### src/rtl/lsu_mem_ctrl.sv
// Load/store unit memory controller: accepts one upstream request at a time,
// performs alignment checking, issues a single memory address/data beat and
// returns an extended load result or a completion/error pulse.
module lsu_mem_ctrl #(
  parameter int unsigned TIMEOUT = 16
) (
  input  logic        clk,
  input  logic        rst,
  input  logic        req_valid,
  output logic        req_ready,
  input  logic        req_we,
  input  logic [63:0] req_addr,
  input  logic [1:0]  req_size,
  input  logic        req_unsigned,
  input  logic [63:0] req_wdata,
  output logic        resp_valid,
  output logic [63:0] resp_rdata,
  output logic        resp_err,
  output logic        Men,
  output logic        Mwout,
  output logic [63:0] Maddr,
  output logic [31:0] Mlen,
  output logic [63:0] MdataOut,
  output logic        addr_valid,
  input  logic        addr_ready,
  output logic        data_ready,
  input  logic        data_valid,
  input  logic [63:0] MdataIn
);

  localparam int unsigned CNT_W = (TIMEOUT > 1) ? $clog2(TIMEOUT) : 1;

  typedef enum logic [2:0] {
    IDLE    = 3'd0,
    ADDR_RD = 3'd1,
    ADDR_WR = 3'd2,
    RD_WAIT = 3'd3,
    RESP    = 3'd4
  } state_e;

  state_e state_q, state_d;

  logic [63:0] addr_q, addr_d;
  logic [1:0]  size_q, size_d;
  logic        we_q, we_d;
  logic        uns_q, uns_d;
  logic [63:0] wdata_q, wdata_d;
  logic [CNT_W-1:0] cnt_q;

  logic        req_ready_q, req_ready_d;
  logic        resp_valid_q, resp_valid_d;
  logic [63:0] resp_rdata_q, resp_rdata_d;
  logic        resp_err_q, resp_err_d;
  logic        men_q, men_d;
  logic        mw_q, mw_d;
  logic [63:0] maddr_q, maddr_d;
  logic [31:0] mlen_q, mlen_d;
  logic [63:0] mdata_out_q, mdata_out_d;
  logic        addr_valid_q, addr_valid_d;
  logic        data_ready_q, data_ready_d;

  logic        accept;
  logic        misaligned;
  logic        timeout_hit;
  logic [63:0] shifted;
  logic [63:0] ld_ext;

  assign accept      = req_valid && (state_q == IDLE);
  assign timeout_hit = (cnt_q == CNT_W'(TIMEOUT - 1));

  // Alignment check on the incoming request: low address bits must be zero for the size
  always_comb begin
    misaligned = 1'b0;
    case (req_size)
      2'd0:    misaligned = 1'b0;
      2'd1:    misaligned = req_addr[0];
      2'd2:    misaligned = |req_addr[1:0];
      default: misaligned = |req_addr[2:0];
    endcase
  end

  // Request field capture on acceptance
  always_comb begin
    addr_d  = accept ? req_addr     : addr_q;
    size_d  = accept ? req_size     : size_q;
    we_d    = accept ? req_we       : we_q;
    uns_d   = accept ? req_unsigned : uns_q;
    wdata_d = accept ? req_wdata    : wdata_q;
  end

  // Pick the addressed lane out of the doubleword and extend it to 64 bits
  always_comb begin
    shifted = MdataIn >> {addr_q[2:0], 3'b000};
    ld_ext  = shifted;
    case (size_q)
      2'd0:    ld_ext = uns_q ? {56'd0, shifted[7:0]}  : {{56{shifted[7]}},  shifted[7:0]};
      2'd1:    ld_ext = uns_q ? {48'd0, shifted[15:0]} : {{48{shifted[15]}}, shifted[15:0]};
      2'd2:    ld_ext = uns_q ? {32'd0, shifted[31:0]} : {{32{shifted[31]}}, shifted[31:0]};
      default: ld_ext = shifted;
    endcase
  end

  // State register
  always_ff @(posedge clk or posedge rst) begin
    if (rst) begin
      state_q <= IDLE;
    end else begin
      state_q <= state_d;
    end
  end

  // Next-state logic; data_valid wins over a coincident timeout
  always_comb begin
    state_d = state_q;
    case (state_q)
      IDLE: begin
        if (accept) begin
          if (misaligned)  state_d = RESP;
          else if (req_we) state_d = ADDR_WR;
          else             state_d = ADDR_RD;
        end
      end
      ADDR_RD: if (addr_ready) state_d = RD_WAIT;
      ADDR_WR: if (addr_ready) state_d = RESP;
      RD_WAIT: begin
        if (data_valid)       state_d = RESP;
        else if (timeout_hit) state_d = RESP;
      end
      RESP:    state_d = IDLE;
      default: state_d = IDLE;
    endcase
  end

  // Output decode from the next state so every port comes straight from a flop
  always_comb begin
    req_ready_d  = (state_d == IDLE);
    men_d        = (state_d == ADDR_RD) || (state_d == ADDR_WR);
    mw_d         = (state_d == ADDR_WR);
    addr_valid_d = men_d;
    data_ready_d = (state_d == ADDR_WR) || (state_d == RD_WAIT);
    maddr_d      = men_d ? addr_d : 64'd0;
    mlen_d       = men_d ? (32'd1 << size_d) : 32'd0;
    mdata_out_d  = mw_d ? wdata_d : 64'd0;
    resp_valid_d = (state_d == RESP);
    resp_rdata_d = resp_rdata_q;
    resp_err_d   = resp_err_q;
    case (state_q)
      IDLE: begin
        if (accept && misaligned) begin
          resp_rdata_d = 64'd0;
          resp_err_d   = 1'b1;
        end
      end
      ADDR_WR: begin
        if (addr_ready) begin
          resp_rdata_d = 64'd0;
          resp_err_d   = 1'b0;
        end
      end
      RD_WAIT: begin
        if (data_valid) begin
          resp_rdata_d = ld_ext;
          resp_err_d   = 1'b0;
        end else if (timeout_hit) begin
          resp_rdata_d = 64'd0;
          resp_err_d   = 1'b1;
        end
      end
      default: ;
    endcase
  end

  // Latched request fields and RD_WAIT cycle counter
  always_ff @(posedge clk or posedge rst) begin
    if (rst) begin
      addr_q  <= 64'd0;
      size_q  <= 2'd0;
      we_q    <= 1'b0;
      uns_q   <= 1'b0;
      wdata_q <= 64'd0;
      cnt_q   <= '0;
    end else begin
      addr_q  <= addr_d;
      size_q  <= size_d;
      we_q    <= we_d;
      uns_q   <= uns_d;
      wdata_q <= wdata_d;
      if (state_q == RD_WAIT && !data_valid && !timeout_hit) cnt_q <= cnt_q + CNT_W'(1);
      else                                                   cnt_q <= '0;
    end
  end

  // Output registers
  always_ff @(posedge clk or posedge rst) begin
    if (rst) begin
      req_ready_q  <= 1'b1;
      resp_valid_q <= 1'b0;
      resp_rdata_q <= 64'd0;
      resp_err_q   <= 1'b0;
      men_q        <= 1'b0;
      mw_q         <= 1'b0;
      maddr_q      <= 64'd0;
      mlen_q       <= 32'd0;
      mdata_out_q  <= 64'd0;
      addr_valid_q <= 1'b0;
      data_ready_q <= 1'b0;
    end else begin
      req_ready_q  <= req_ready_d;
      resp_valid_q <= resp_valid_d;
      resp_rdata_q <= resp_rdata_d;
      resp_err_q   <= resp_err_d;
      men_q        <= men_d;
      mw_q         <= mw_d;
      maddr_q      <= maddr_d;
      mlen_q       <= mlen_d;
      mdata_out_q  <= mdata_out_d;
      addr_valid_q <= addr_valid_d;
      data_ready_q <= data_ready_d;
    end
  end

  assign req_ready  = req_ready_q;
  assign resp_valid = resp_valid_q;
  assign resp_rdata = resp_rdata_q;
  assign resp_err   = resp_err_q;
  assign Men        = men_q;
  assign Mwout      = mw_q;
  assign Maddr      = maddr_q;
  assign Mlen       = mlen_q;
  assign MdataOut   = mdata_out_q;
  assign addr_valid = addr_valid_q;
  assign data_ready = data_ready_q;

  // we_q is retained for completeness of the captured request; routing uses state
  logic unused_we;
  assign unused_we = we_q;

endmodule

### config.mk
export PLATFORM = sky130hd
export DESIGN_NAME = lsu_mem_ctrl
export DESIGN_NICKNAME = d
export VERILOG_FILES = /design/src/rtl/lsu_mem_ctrl.sv
export SDC_FILE = /design/constraint.sdc
export NUM_CORES = 1
export LEC_CHECK = 0
export ABC_AREA = 0
export CORE_ASPECT_RATIO = 0.75
export CORE_MARGIN = 5
export CORE_UTILIZATION = 57
export CTS_BUF_LIST = sky130_fd_sc_hd__clkbuf_16
export DETAILED_ROUTE_END_ITERATION = 6
export DONT_BUFFER_PORTS = 1
export PLACE_DENSITY_LB_ADDON = 0.12
export REMOVE_ABC_BUFFERS = 1
export SETUP_SLACK_MARGIN = 0.02
export SLEW_MARGIN = 20
export SYNTH_ARGS = -nofsm -noshare
export SYNTH_HDL_FRONTEND = slang
export SYNTH_SLANG_ARGS = --single-unit
### constraint.sdc
create_clock -name clk -period 10.1 [get_ports clk]
set_clock_uncertainty 0.15 [all_clocks]
set_input_delay 1.515 -clock clk [delete_from_list [all_inputs] [get_ports clk]]
set_output_delay 1.515 -clock clk [all_outputs]
set_load 0.01 [all_outputs]
# --- Yosys cells after proc, flatten, opt, wreduce, memory -nomap -nowiden ---
# Cells that the tools add are included.
totals:
  elab_cells: 80
  input_bits: 201
  register_bits: 368
classes:
  muxes: 30
  n_reduce_logical: 16
  n_eq_ne: 15
  shift: 2
  n_addsub: 1
ops:
  columns: ["operator", "count"]
  rows:
  - ["$mux W64", 11]
  - ["$pmux W64 S3", 2]
  - ["$shr A64 B6 Y64", 1]
  - ["$mux W32", 1]
  - ["$shl A1 B2 Y32 const A", 1]
  - ["$mux W3", 6]
  - ["$eq A3 B2 Y1 const B", 4]
  - ["$pmux W3 S4", 1]
  - ["$eq A3 B1 Y1 const B", 2]
  - ["$logic_not A3 Y1", 2]
  - ["$pmux W1 S3", 2]
  - ["$add A4 B1 Y4 const B", 1]
  - ["$eq A2 B1 Y1 const B", 2]
  - ["$eq A2 B2 Y1 const B", 2]
  - ["$eq A4 B4 Y1 const B", 1]
  - ["$logic_and A1 B1 Y1", 4]
  - ["$logic_not A2 Y1", 2]
  - ["$mux W1", 4]
  - ["$mux W2", 2]
  - ["$mux W4", 1]
  - ["$reduce_and A4 Y1", 1]
  - ["$eq A3 B3 Y1 const B", 1]
  - ["$ne A3 B3 Y1 const B", 1]
  - ["$reduce_bool A3 Y1", 1]
  - ["6 further kinds", 8]

# --- Longest topological paths before layout ---
# Gate-level depths: netlist of the first run.
depth:
  word_depth: 8
  mapped_depth: 9
  depth_no_buf: 6

# --- Least setup slack after synthesis of the first run ---
# OpenSTA, ideal clock, no wires.
synth_timing:
  path_type: "input port to flip-flop"
  start: "input port req_size[0]"
  end: "register mlen_q[0], in the netlist Mlen[0]"
  arrival_ps: 3080
  stages: 7
  setup_time_ps: 120
  setup_slack_ps: 6751
  path_buffers: 2
  required_ps: 9830
  path_cell_list: "a211oi_1 o211ai_1 o2111a_1 a41oi_1 clkbuf_1 buf_4 nor2_1"
synth_between:
  elab_chain_len: 8
synth_lines:
  columns: ["element", "line_no", "source"]
  rows:
  - ["from (decl)", "13", "input logic [1:0] req_size,"]
  - ["$eq A2 B2 Y1, or another cell as far along", "74", "case (req_size)"]
  - ["$pmux W1 S3", "74", null]
  - ["$mux W3", "118", "if (misaligned) state_d = RESP;"]
  - ["$mux W3", "117", "if (accept) begin"]
  - ["$pmux W3 S4", "115", "case (state_q)"]
  - ["$eq A3 B1 Y1 or $eq A3 B2 Y1 (tied branches)", "137", "men_d = (state_d == ADDR_RD) || (state_d == ADDR_WR);"]
  - ["$logic_or A1 B1 Y1", "137", null]
  - ["$mux W32 *", "142", "mlen_d = men_d ? (32'd1 << size_d) : 32'd0;"]
  - ["net mlen_d[0]", "57", "logic [31:0] mlen_q, mlen_d;"]
  - ["to (signal assigned)", "215", "mlen_q <= mlen_d;"]
  - ["to (decl)", "57", null]
# Mark *: on every way through the listed nets, which the timed path passes. The rest lies on a longest branch.
# A chain may end at the register's enable or synchronous reset.

# --- Worst setup path after layout of the first run ---
layout_timing:
  start: "input port req_valid"
  end: "register maddr_q[4], in the netlist Maddr[4]"
layout_between:
  elab_chain_len: 6
layout_lines:
  columns: ["element", "line_no", "source"]
  rows:
  - ["from (decl)", "9", "input logic req_valid,"]
  - ["$logic_and A1 B1 Y1 *", "68", "assign accept = req_valid && (state_q == IDLE);"]
  - ["$mux W3", "117", null]
  - ["$pmux W3 S4", "115", null]
  - ["$eq A3 B1 Y1 or $eq A3 B2 Y1 (tied branches)", "137", null]
  - ["$logic_or A1 B1 Y1", "137", null]
  - ["$mux W64 *", "141", "maddr_d = men_d ? addr_d : 64'd0;"]
  - ["net maddr_d[4]", "56", "logic [63:0] maddr_q, maddr_d;"]
  - ["to (signal assigned)", "214", "maddr_q <= maddr_d;"]
  - ["to (decl)", "56", null]
# Marks and branches as above.

==> results of run 1 <==
[power by group through the flow]
| stage | Combinational, mW | Clock (mW) | Sequential (mW) |
|---|---|---|---|
| finish | 1.70 | 1.21 | 2.21 |
| global route | 1.86 | 1.30 | 2.27 |
| CTS | 1.71 | 1.23 | 2.23 |
| detailed placement | 1.70 | 0 | 2.24 |
| global placement | 1.66 | 0 | 2.24 |
| floorplan | 1.36 | 0 | 2.19 |
[metrics by stage]
| stage | instance area [µm²] | setup TNS [ns] |
|---|---|---|
| detailed placement | 14200 | 0 |
| global route | 15300 | 0 |
| floorplan | 13700 | -1109.13 |
| finish | 15300 | 0 |
| CTS | 15300 | 0 |
| global placement | 14200 | 0 |
[worst max-delay path: stages]
cell and delay (ns):
nor4b_4 0.15, buf_4 0.80, o211ai_1 0.24, o2111a_1 0.21, buf_4 0.30, a41oi_4 0.23, buf_4 0.62, and2b_1 0.26
[synthesized netlist by cell type (2+ instances only)]
cell / count
buf_2: 15
mux4_2: 15
nor2b_2: 5
or3b_2: 2
and2b_1: 4
mux2_2: 146
a221o_1: 9
a21oi_1: 30
xor2_1: 2
nor3b_1: 7
clkbuf_1: 43
o2bb2ai_1: 8
buf_1: 9
a211o_1: 14
dfrtp_1: 339
o211ai_1: 20
buf_6: 4
a21o_1: 7
o22ai_1: 2
nor2_1: 29
nor3_1: 2
and2_1: 66
a31oi_1: 5
buf_4: 32
inv_1: 9
a22o_1: 40
nor2b_1: 57
mux2i_1: 36
o21ai_0: 27
nand2_1: 46
nand3_1: 11
nand3b_1: 2
nand2b_1: 5
[registers in the layout, summed over array words and instances, names as in the netlist, 2 cells and up]
signal / count
size_q: 2
state_q: 3
cnt_q: 4
Mlen: 4
Maddr: 64
wdata_q: 64
resp_rdata: 64
MdataOut: 64
addr_q: 64
[area by class of cell]
type                    instances  share of cell area (%)
flip-flops and latches        340                    55.6
multi-input cells             643                    33.7
clock buffers                  35                    5.71
well taps                     331                    2.70
clock inverters                24                    1.20
repair buffers                 12                   0.800
inverters                      10                   0.294
diodes                          4                  0.0653
[cells by family (layout without fill, tap and decap cells)]
family,count (synthesis),count (layout),synth area share [%]
DFF,340,340,60.3
and+or+nand+nor,244,244,9.79
muxes,197,197,16.6
AOI/OAI and AO/OA,171,171,8.93
buffers and inverters,113,81,4.20
xor gates and xnor gates,2,2,0.124
adders and majority gates,1,1,0.0886
other,1,32,0.0266
[layer usage]
layer | vias up | part of all wire, %
li1 | 3620 | -
met1 | 4141 | 38
met2 | 351 | 46
met3 | 72 | 13
met4 | 22 | 2.4
met5 | - | 0.32
[final timing paths]
| kind | start | to | slack [ns] | cells past startpoint |
|---|---|---|---|---|
| setup / recovery | req_valid | Maddr[4] | 5.92 | 8 |
| hold / removal | cnt_q[0] | cnt_q[0] | 0.33 | 1 |
| setup reg to reg | state_q[0] | Maddr[4] | 6.32 | 8 |
| hold reg to reg | cnt_q[0] | cnt_q[0] | 0.33 | 1 |
| max in group asynchronous | rst | addr_q[0] | 7.20 | 3 |
| min in group asynchronous | rst | Maddr[12] | 0.91 | 1 |
==> reports/summary.txt, run 1 <==
Status: finished clean
Largest net degree at the start of global routing: 201
Drt wl/cell: 25.8 µm
CP Max Fanout: 74
FF+latch count, synth: 340
I/O Buffers: 0
Area growth syn-to-layout: 8.52%
Crit path arrival time: 4.42 ns
CP Capture Type: flop
Max VDD drop: 240 µV
Die area: 28100 µm²
Fin cells: 1399
M1 GR Usage: 31.5%
Highest clock rate: 239 MHz
Post-route DRC violation count: 0
Sw Share: 34.8%
CP required: 10.34 ns
I/O pin count: 432
Grt met2 use: 38.2%
Critical path type: input pin to flop
Final Hold Viols: 0
CTS clock-pin slew for the worst setup and hold paths: 0.06 ns
Initial Util: 58.5%
Setup slack after layout: 5.92 ns
Sequential share of the synthesized area: 60.3%
Hold Slack: 0.330 ns
Post-route minimum period: 4.18 ns
Placed instance count: 1335
CTS Sinks: 340
Area used by multi-input combinational logic: 5160 µm²
Share of layout cells above drive strength 1: 22.5%
Most common cell after layout, fill and taps aside: dfrtp_1
Initial antenna violation count: 15
Global route overflow: 0
Core area: 24200 µm²
Number of global-route vias before repair: 8326
Synth Cell Area: 14100 µm²
Die Height: 146 µm
FFs w/ async S/R, synth: 100%
Register Area: 8510 µm²
Top_reg_cell synth: dfrtp_1
Final Util: 63.4%
First-pass GRT wire length: 53400 µm
Clock latency on the worst-skew pair: 0.50 ns
Yosys cell types: 54
Gate Count Post-Synth: 1069
Lkg Pwr: 7.07 nW
Final wirelength: 36000 µm
Startpoint types: input pin
CTS tree: built
Final period util: 41.4%
Grt peak-use layer: met2
Synthesized area per cell: 13.2 µm²
Max-slew violation count: 0
Max_cap viols: 0
Slew @ Worst Pin: 1.05 ns
Vias per cell: 5.87
Setup bufs post-CTS: 0
H-Tree Depth: 2
Top cell type by total area after synthesis: dfrtp_1
Final setup violation count: 0
Fillers: 1876
Top post-synthesis cells by area: dfrtp_1, mux2_2, and2_1, mux2i_1, nor2b_1
ANT nets after route: 0
Internal power: 3.34 mW
Root buf cell: clkbuf_16
Most frequent cells in the layout: dfrtp_1, mux2_2, and2_1, nor2b_1, nand2_1
Unrepaired setup endpoints after global routing: no
Slew headroom: 30.2%
Psw: 1.78 mW
Vias: 8206
HPWL after DPL: 24100 µm
Met3 Usage GRT: 12.1%
Total CTS buffers: 34
Global-route usage over all layers: 24.8%
Power share of the sequential group: 43.2%
Post-CTS resize count: 0
Routability cong.: 0.785
Clock group share of total power: 23.7%
Nets: 1243
Comb power frac: 33.1%
Cts hold-fix bufs: 0
Place WS: 5.35 ns
Count of warnings emitted by yosys: 0
PwrDens: 334 nW/µm²
Initial DRC count: 557
FP Rows: 49
Tightest Hold Check Type: flop to flop
TritonRoute pass-1 iters: 7
Max clock buf depth: 3
Post-synth top area share: 60.1%
Post-synth EDFFs: 0
Pwr Total: 5.13 mW
Die width: 192 µm
Power figures use the tool's default switching activity.
==> inputs of run 2 (changes only) <==
Settings changed: CORE_AREA set to 5 5 165 167, CORE_ASPECT_RATIO 0.75 to unset, CORE_MARGIN 5 to unset, CORE_UTILIZATION 57 to unset, DIE_AREA set to 0 0 170 172.
Clock period 10.1 ns to 4.15 ns, I/O delays scaled along.
==> reports/summary.txt, run 2 (same netlist as run 1, synthesis figures left out) <==
Comb power frac: 32.6% (-0.5 points)
Hold Slack: 0.120 ns (-0.210 ns)
Crit path arrival time: 3.58 ns (-0.84 ns)
Post-route minimum period: 3.30 ns
H-Tree Depth: 2 (unchanged)
Share of layout cells above drive strength 1: 23.0% (+0.56 points)
First-pass GRT wire length: 53900 µm (+0.93%)
Final period util: 79.6%
Crit-path max cell delay: 0.78 ns (-0.02 ns)
ANT nets after route: 0 (unchanged)
Placement Cell Area: 14300 µm² (+0.68%)
Number of global-route vias before repair: 8654 (+3.9%)
CP Capture Type: flop
HPWL after DPL: 24900 µm (+3.2%)
FP Rows: 59 (+20%)
Tightest Hold Check Type: input pin to flop
Max_cap viols: 0 (unchanged)
I/O pin count: 432 (unchanged)
CP required: 4.43 ns (-5.91 ns)
CTS Sinks: 340 (unchanged)
Final Util: 60.3% (-3.1 points)
Placed instance count: 1346 (+0.82%)
I/O Buffers: 0 (unchanged)
CTS tree: built
Psw: 4.33 mW (+140%)
Status: finished clean
Initial DRC count: 647 (+16%)
Final setup violation count: 0 (unchanged)
Max VDD drop: 607 µV (+150%)
Internal power: 8.24 mW (+150%)
Vias per cell: 5.92 (+0.85%)
CP bufs+invs: 0 (-3)
Global route overflow: 0 (unchanged)
Final wirelength: 36000 µm (about the same)
Initial Util: 55.1% (-3.3 points)
Total CTS buffers: 36 (+5.9%)
Most common cell after layout, fill and taps aside: dfrtp_1
R2R cell count: 5 (-3)
Most frequent cells in the layout: dfrtp_1, mux2_2, and2_1, nor2b_1, nand2_1
CP max stage cell: a31oi_4
Max clock buf depth: 3 (unchanged)
Die width: 170 µm (-11%)
Crit-path cells: mux2i_1 > mux4_2 > or4_4 > a31oi_4 > a22o_1
Max-slew violation count: 0 (unchanged)
Drt wl/cell: 25.6 µm (-0.74%)
Largest net degree at the start of global routing: 126 (-37%)
Clock latency on the worst-skew pair: 0.51 ns (about the same)
Cts hold-fix bufs: 1 (+1)
Final Hold Viols: 0 (unchanged)
Fin cells: 1409 (+0.71%)
Startpoint types: flop
Post-CTS resize count: 0 (unchanged)
Hold-critical path depth: 2 (+1)
Area growth syn-to-layout: 9.44%
Global-route usage over all layers: 24.1% (-0.73 points)
PwrDens: 814 nW/µm² (+140%)
Post-route DRC violation count: 0 (unchanged)
Clock group share of total power: 24.2% (+0.5 points)
Pwr Total: 12.6 mW (+150%)
TritonRoute pass-1 iters: 5 (-2)
Power share of the sequential group: 43.2% (about the same)
Slew headroom: 35.5% (+5.3 points)
Core area: 25600 µm² (+6.0%)
Setup bufs post-CTS: 0 (unchanged)
CP Max Fanout: 36 (-51%)
Top Family by Delay on Critical Path: compound AO/OA/AOI/OAI gates
Nets: 1252 (+0.72%)
Levels on crit path: 5 (-3)
Lkg Pwr: 7.13 nW (+0.93%)
Initial antenna violation count: 10 (-5)
Slew @ Worst Pin: 0.968 ns (-0.0792 ns)
Critical path type: flop to flop
Finished Cell Area: 15500 µm² (+0.84%)
Sw Share: 34.4% (-0.36 points)
Die area: 29200 µm² (+4.2%)
Highest clock rate: 303 MHz
Root buf cell: clkbuf_16
CTS clock-pin slew for the worst setup and hold paths: 0.06 ns (about the same)
Routability cong.: 0.845 (+7.7%)
Unrepaired setup endpoints after global routing: no
Vias: 8335 (+1.6%)
Die Height: 172 µm (+18%)
run 2: changes by cell type in the layout (fill, tap and decap cells not counted), moves of 2 or more:
cell and delta:
buf_4 +4, clkbuf_16 +2, clkinv_1 +2, buf_12 +3
diode_2 -3
run 2: final timing paths:
check	start	to	slack (ns)
worst max-delay path	addr_q[0]	resp_rdata[34]	0.85
worst min-delay path	req_addr[2]	addr_q[2]	0.12
worst max register to register	addr_q[0]	resp_rdata[34]	0.85
worst min register to register	cnt_q[0]	cnt_q[0]	0.32
max in group asynchronous	rst	Maddr[10]	2.23
min in group asynchronous	rst	addr_q[14]	0.66
run 2: power groups by stage:
stage               Clock [mW]  Combinational (mW)  Sequential (mW)
floorplan                    0                3.05             5.30
global placement             0                4.04             5.48
detailed placement           0                4.13             5.50
CTS                       3.13                4.13             5.46
global route              3.30                4.53             5.57
finish                    3.05                4.09             5.43
run 2: layer usage:
metal	global-route usage (%)	vias up	part of all wire, %
met5	0	-	0.33
met4	7.50	18	3.0
met3	11.9	83	13
met2	37.5	401	47
met1	29.9	4185	37
li1	-	3648	-
run 2: cell type report:
type	instances	area, µm²
diodes	1	2.50
clock buffers	37	926
clock inverters	24	191
fillers	1990	10200
inverters	10	45.0
multi-input cells	643	5160
flip-flops and latches	340	8510
well taps	335	419
repair buffers	19	195
run 2: per-stage QoR:
| step | TNS [ns] | worst slack (ns) |
|---|---|---|
| finish | 0 | 0.848 |
| global route | 0 | 0.677 |
| CTS | 0 | 0.877 |
| detailed placement | 0 | 0.892 |
| global placement | 0 | 0.942 |
| floorplan | -4526.28 | -11.42 |
